File: config.mk
export PLATFORM = sky130hd
export DESIGN_NAME = game_event_gen
export DESIGN_NICKNAME = d
export VERILOG_FILES = /design/src/rtl/game_pkg.sv /design/src/rtl/sprite_hit.sv /design/src/rtl/game_event_gen.sv
export SDC_FILE = /design/constraint.sdc
export NUM_CORES = 1
export LEC_CHECK = 0
export ABC_AREA = 0
export BUFFER_PORTS_ARGS = -buffer_cell sky130_fd_sc_hd__buf_2
export CORE_MARGIN = 1.5
export CORE_UTILIZATION = 50
export DETAILED_ROUTE_END_ITERATION = 8
export GPL_TIMING_DRIVEN = 0
export PLACE_DENSITY = 0.69
export SLEW_MARGIN = 20
export SYNTH_ARGS = -nofsm -noshare
export SYNTH_HDL_FRONTEND = slang
export SYNTH_SLANG_ARGS = --single-unit
export TNS_END_PERCENT = 30
File: constraint.sdc
create_clock -name clk -period 4.7 [get_ports clk]
set_input_delay 0.235 -clock clk [delete_from_list [all_inputs] [get_ports clk]]
set_output_delay 0.235 -clock clk [all_outputs]
set_load 0.02 [all_outputs]
File: src/rtl/game_pkg.sv
// rtl/game_pkg.sv - shared types and constants for the game event generator
package game_pkg;

    localparam int COORD_W = 10;
    localparam logic [7:0] KEY_ENTER = 8'h28;
    localparam int SCREEN_W = 640;
    localparam int SCREEN_H = 480;

    typedef logic [COORD_W-1:0] coord_t;

    typedef enum logic [2:0] {
        IDLE,
        PLAY,
        GRACE,
        DEAD,
        WAIT
    } evt_state_t;

endpackage

File: src/rtl/sprite_hit.sv
// rtl/sprite_hit.sv - combinational box-overlap test for one sprite pair
module sprite_hit #(
    parameter int COORD_W  = 10,
    parameter int HIT_DIST = 12
) (
    input  logic [COORD_W-1:0] a_x_i,
    input  logic [COORD_W-1:0] a_y_i,
    input  logic [COORD_W-1:0] b_x_i,
    input  logic [COORD_W-1:0] b_y_i,
    output logic               hit_o
);

    logic [COORD_W:0] dx, dy, adx, ady;

    // One extra bit keeps the borrow so the magnitude never wraps.
    assign dx  = {1'b0, a_x_i} - {1'b0, b_x_i};
    assign dy  = {1'b0, a_y_i} - {1'b0, b_y_i};
    assign adx = dx[COORD_W] ? (~dx + 1'b1) : dx;
    assign ady = dy[COORD_W] ? (~dy + 1'b1) : dy;

    assign hit_o = (adx < (COORD_W+1)'(HIT_DIST)) && (ady < (COORD_W+1)'(HIT_DIST));

endmodule

File: src/rtl/game_event_gen.sv
// rtl/game_event_gen.sv - start debounce, collision, lives and death events for the game FSM
module game_event_gen
    import game_pkg::*;
#(
    parameter int         COORD_W      = game_pkg::COORD_W,
    parameter int         HIT_DIST     = 12,
    parameter int         LIVES        = 3,
    parameter logic [7:0] START_KEY    = KEY_ENTER,
    parameter int         START_HOLD   = 4,
    parameter int         GRACE_FRAMES = 60
) (
    input  logic               clk,
    input  logic               reset,
    input  logic               frame_sync,
    input  logic [7:0]         keycode,
    input  logic [COORD_W-1:0] pac_x,
    input  logic [COORD_W-1:0] pac_y,
    input  logic [COORD_W-1:0] g0_x,
    input  logic [COORD_W-1:0] g0_y,
    input  logic [COORD_W-1:0] g1_x,
    input  logic [COORD_W-1:0] g1_y,
    input  logic               start,
    input  logic               endgame,
    output logic               begingame,
    output logic               died,
    output logic               respawn,
    output logic [1:0]         lives,
    output logic               invuln
);

    localparam int HW = $clog2(START_HOLD + 1);
    localparam int GW = $clog2(GRACE_FRAMES + 1);

    evt_state_t         state_q, state_d;
    logic [COORD_W-1:0] pac_x_q, pac_y_q, g0_x_q, g0_y_q, g1_x_q, g1_y_q;
    logic [7:0]         key_q;
    logic               eval_q;
    logic [HW-1:0]      hold_q, hold_d;
    logic [GW-1:0]      grace_q, grace_d;
    logic [1:0]         lives_q, lives_d;
    logic               begingame_q, begingame_d;
    logic               died_q, died_d;
    logic               respawn_q, respawn_d;
    logic               invuln_q, invuln_d;
    logic               hit0, hit1, hit;

    sprite_hit #(.COORD_W(COORD_W), .HIT_DIST(HIT_DIST)) u_hit0 (
        .a_x_i(pac_x_q), .a_y_i(pac_y_q), .b_x_i(g0_x_q), .b_y_i(g0_y_q), .hit_o(hit0)
    );
    sprite_hit #(.COORD_W(COORD_W), .HIT_DIST(HIT_DIST)) u_hit1 (
        .a_x_i(pac_x_q), .a_y_i(pac_y_q), .b_x_i(g1_x_q), .b_y_i(g1_y_q), .hit_o(hit1)
    );

    // Both ghosts hitting at once is still a single event.
    assign hit = eval_q && (hit0 || hit1);

    always_ff @(posedge clk or posedge reset) begin
        if (reset) begin
            state_q     <= IDLE;
            pac_x_q     <= '0;
            pac_y_q     <= '0;
            g0_x_q      <= '0;
            g0_y_q      <= '0;
            g1_x_q      <= '0;
            g1_y_q      <= '0;
            key_q       <= '0;
            eval_q      <= 1'b0;
            hold_q      <= '0;
            grace_q     <= '0;
            lives_q     <= '0;
            begingame_q <= 1'b0;
            died_q      <= 1'b0;
            respawn_q   <= 1'b0;
            invuln_q    <= 1'b0;
        end else begin
            if (frame_sync) begin
                pac_x_q <= pac_x;
                pac_y_q <= pac_y;
                g0_x_q  <= g0_x;
                g0_y_q  <= g0_y;
                g1_x_q  <= g1_x;
                g1_y_q  <= g1_y;
                key_q   <= keycode;
            end
            eval_q      <= frame_sync;
            state_q     <= state_d;
            hold_q      <= hold_d;
            grace_q     <= grace_d;
            lives_q     <= lives_d;
            begingame_q <= begingame_d;
            died_q      <= died_d;
            respawn_q   <= respawn_d;
            invuln_q    <= invuln_d;
        end
    end

    always_comb begin
        state_d     = state_q;
        hold_d      = hold_q;
        grace_d     = grace_q;
        lives_d     = lives_q;
        begingame_d = 1'b0;
        died_d      = 1'b0;
        respawn_d   = 1'b0;
        invuln_d    = 1'b0;
        case (state_q)
            IDLE: begin
                if (!start) begin
                    hold_d = '0;
                end else if (eval_q) begin
                    if (key_q != START_KEY) begin
                        hold_d = '0;
                    end else if (hold_q + 1'b1 >= HW'(START_HOLD)) begin
                        begingame_d = 1'b1;
                        lives_d     = 2'(LIVES);
                        hold_d      = '0;
                        state_d     = PLAY;
                    end else begin
                        hold_d = hold_q + 1'b1;
                    end
                end
            end
            PLAY: begin
                if (start) begin
                    lives_d = '0;
                    grace_d = '0;
                    state_d = IDLE;
                end else if (hit) begin
                    if (lives_q > 2'd1) begin
                        lives_d   = lives_q - 2'd1;
                        respawn_d = 1'b1;
                        invuln_d  = 1'b1;
                        grace_d   = GW'(GRACE_FRAMES);
                        state_d   = GRACE;
                    end else begin
                        lives_d = '0;
                        died_d  = 1'b1;
                        state_d = DEAD;
                    end
                end
            end
            GRACE: begin
                invuln_d = 1'b1;
                if (start) begin
                    lives_d  = '0;
                    grace_d  = '0;
                    invuln_d = 1'b0;
                    state_d  = IDLE;
                end else if (eval_q) begin
                    // Grace ends on this frame; the next frame is the first one checked.
                    if (grace_q <= GW'(1)) begin
                        grace_d  = '0;
                        invuln_d = 1'b0;
                        state_d  = PLAY;
                    end else begin
                        grace_d = grace_q - 1'b1;
                    end
                end
            end
            DEAD: begin
                died_d = 1'b1;
                if (endgame) begin
                    died_d  = 1'b0;
                    state_d = WAIT;
                end
            end
            WAIT: begin
                if (start) begin
                    lives_d = '0;
                    state_d = IDLE;
                end
            end
            default: state_d = IDLE;
        endcase
    end

    assign begingame = begingame_q;
    assign died      = died_q;
    assign respawn   = respawn_q;
    assign lives     = lives_q;
    assign invuln    = invuln_q;

endmodule

==> flow_summary.json <==
{
  "multi_input_area_mm2": 0.00387,
  "netSwitchingFraction_pct": 36.6,
  "synthTopCellsByCount": "87 x dfrtp_1, 76 x nand2_1, 73 x o21ai_0, 66 x inv_1, 44 x nor2_1",
  "slowest_delay_ns": 0.64,
  "via_count": 5744,
  "synth_area_leaders": "dfrtp_1 34%, ha_1 8.4%, o21ai_0 5.7%",
  "hold_violations": 0,
  "die_h_um": 116,
  "use_met1_pct": 33.2,
  "status": "completed",
  "mappedNetlistArea_mm2": 0.00640,
  "yosysSeqAreaShare_pct": 34.0,
  "netlist-cell-type-count": 77,
  "root_buffer": "clkbuf_16",
  "grt_pass1_wl_um": 26400,
  "syn_avg_cell_area_um2": 8.71,
  "finalNetCount": 947,
  "synth_top_area_share_pct": 34.0,
  "dieWidth_um": 116,
  "synth_cells": 735,
  "yosys.area_share.xor_xnor_pct": 3.15,
  "cts_setup_buffers": 0,
  "min_path_type": "in -> reg",
  "period_share_pct": 93.7,
  "htreeDepth": 3,
  "post_cts_resized": 0,
  "io_pins": 79,
  "place.port_buffers": 78,
  "cts_hold_buf": 1,
  "gp_congestion": 0.930,
  "power_frac_clock_pct": 27.8,
  "dpl.hpwl_um": 12400,
  "grt_max_degree": 32,
  "drtPass1Iterations": 5,
  "ys_warn_count": 0,
  "synth_fp_nets": 855,
  "synth_mux_area_share_pct": 6.74,
  "critPathLaunchType": "flip-flop",
  "drive_above_1_share_pct": 18.1,
  "yosysMostFrequentCell": "dfrtp_1",
  "peakVddDrop_mv": 0.208,
  "max_slew.worst_pin.slew_ns": 0.835,
  "grt_use_total_pct": 25.1,
  "clkLatencyLatePin_ns": 0.35,
  "dp_cells": 987,
  "yosys.area_share.simple_pct": 17.9,
  "antenna_left": 0,
  "async_reset_ff_share_pct": 100,
  "end_kind": "flip-flop",
  "die_area_mm2": 0.0135,
  "stdcell_count": 1006,
  "cpMostUsedCell": "inv_1",
  "busiest_layer": "met2",
  "postRouteWirelength_um": 15800,
  "antenna_found_initial": 1,
  "clk_pin_slew_worst_paths_ns": 0.06,
  "synthAdderAreaFrac_pct": 9.65,
  "cpMaxStageDelayCell": "or4b_4",
  "slew-limit-headroom_pct": 43.6,
  "synth-main-ff-cell": "dfrtp_1",
  "synth-edff-count": 0,
  "path_max_fanout": 5,
  "arrival_ns": 4.63,
  "setup_viol": 0,
  "via_per_inst": 5.71,
  "total_switching_power_uw": 1030,
  "gr-total-overflow": 0,
  "slew_violations": 0,
  "cp_data_required_time_ns": 4.93,
  "total_leakage_power_uw": 0.00346,
  "drc_errors": 0,
  "ys_seq_elements": 87,
  "initial_core_util_pct": 50.9,
  "num_rows": 41,
  "first_iter_violations": 329,
  "finClkSkew_ns": 0.00654,
  "use_met3_pct": 4.20,
  "grt.met2_usage_pct": 41.6,
  "combPwrFrac_pct": 40.3,
  "yosysTopAreaCell": "dfrtp_1",
  "fmax_mhz": 227,
  "cts_tree": "yes",
  "cts_max_path_buffers": 2,
  "synth_compound_area_share_pct": 23.0,
  "clock_sinks": 87,
  "synth_top_family_by_area": "compound AO/OA/AOI/OAI gates",
  "path_cells": "inv_1 -> ha_1 -> inv_1 -> fa_1 -> xnor2_1 -> nand3b_1 -> mux2_2 -> a211oi_1 -> nor4b_1 -> o2111ai_1 -> or4b_4 -> a31oi_1 -> mux2_1",
  "areaGrowthSynthToFinish_pct": 15.5,
  "drv_cap": 0,
  "grt_pass1_vias": 5463,
  "cts_buffers": 9,
  "fillers": 1137,
  "p_seq_share_pct": 31.8,
  "grt_setup_unrepaired": "false",
  "coreArea_mm2": 0.0126,
  "min_period_ns": 4.40,
  "path_class": "reg -> reg",
  "p_int_uw": 1790,
  "regArea_mm2": 0.00218,
  "p_per_area_mw_per_mm2": 382,
  "final.setup.tns_ns": 0,
  "wl_per_cell_um": 15.7
}
## state kept, by name (all words and copies together) (netlist names), 6 cells and up
signal / flops
g1_x_q: 10
pac_y_q: 10
g0_x_q: 10
grace_q: 6
g1_y_q: 10
key_q: 8
pac_x_q: 10
g0_y_q: 10
## per-layer routing
layer / wire (µm) / share of wire [%]
met5: 0 / 0
met4: 339 / 2.1
met3: 629 / 4.0
met2: 7520 / 48
met1: 7300 / 46
## cells in the final DEF, fill, tap and decap left out, types with 9 or more instances in the layout
master     count
a21o_1        14
a21oi_1       43
a31oi_1        9
buf_2         80
clkbuf_1      21
clkbuf_16      9
dfrtp_1       87
ha_1          43
inv_1         65
mux2_2        32
nand2_1       76
nand3_1       13
nor2_1        44
nor2b_1       13
nor3_1        24
o21ai_0       73
xnor2_1       12
xor2_1        11
## final timing paths
check | startpoint | end | slack, ns | depth (start not counted)
max reg2reg | pac_x_q[0] | lives[0] | 0.30 | 13
min reg2reg | hold_q[1] | hold_q[1] | 0.50 | 2
min in group asynchronous | reset | key_q[0] | 0.42 | 3
max in group asynchronous | reset | pac_y_q[3] | 3.58 | 5
max | pac_x_q[0] | lives[0] | 0.30 | 13
min | frame_sync | eval_q | 0.05 | 1
## power by group through the flow
| stage | logic, µW | registers, µW | clock network, µW |
|---|---|---|---|
| after floorplan | 876 | 895 | 0 |
| after global placement | 1080 | 909 | 0 |
| after detailed placement | 1120 | 912 | 0 |
| after CTS | 1130 | 899 | 805 |
| after global routing | 1290 | 909 | 832 |
| final | 1140 | 899 | 785 |
## area by class of cell
cell class | instances | share of cell area, %
Clock buffer | 14 | 3.98
Timing Repair Buffer | 81 | 5.96
Clock inverter | 2 | 0.474
Buffer | 25 | 1.51
Multi-Input combinational cell | 557 | 52.3
Inverter | 66 | 3.38
Tap cell | 172 | 2.91
Sequential cell | 87 | 29.4
Antenna cell | 2 | 0.0677
## logic make-up after synthesis
kind of cell	count (synthesis)
AND/OR/NAND/NOR	228
AO/OA/AOI/OAI	220
buffers and inverters	91
flip-flops	87
adder cells (fa/ha/maj)	47
multiplexers	39
XOR/XNOR	23
## through the flow
step	cell area, µm²	setup WS, ns	hold WS [ns]	utilization (%)	power (µW)
finish	7390	0.298	0.0456	58.8	2820
global route	7390	0.0893	0.0324	58.8	3030
CTS	7390	0.366	0.0372	58.8	2830
detailed placement	7050	0.409	0.244	56.1	2030
global placement	7010	0.469	0.399	55.8	1990
floorplan	6400	0.889	0.266	-	1770
## critical path, delay by kind of cell, from the launching register on
family          cells  cell delay, ns
compound gates      3            0.85
xor+xnor            1            0.30
fa+ha+maj           2            0.66
buf+inv             2            0.15
flops               1            0.35
mux                 2            0.64
simple gates        3            1.32
Note: power is estimated with default switching activity, not from simulation.
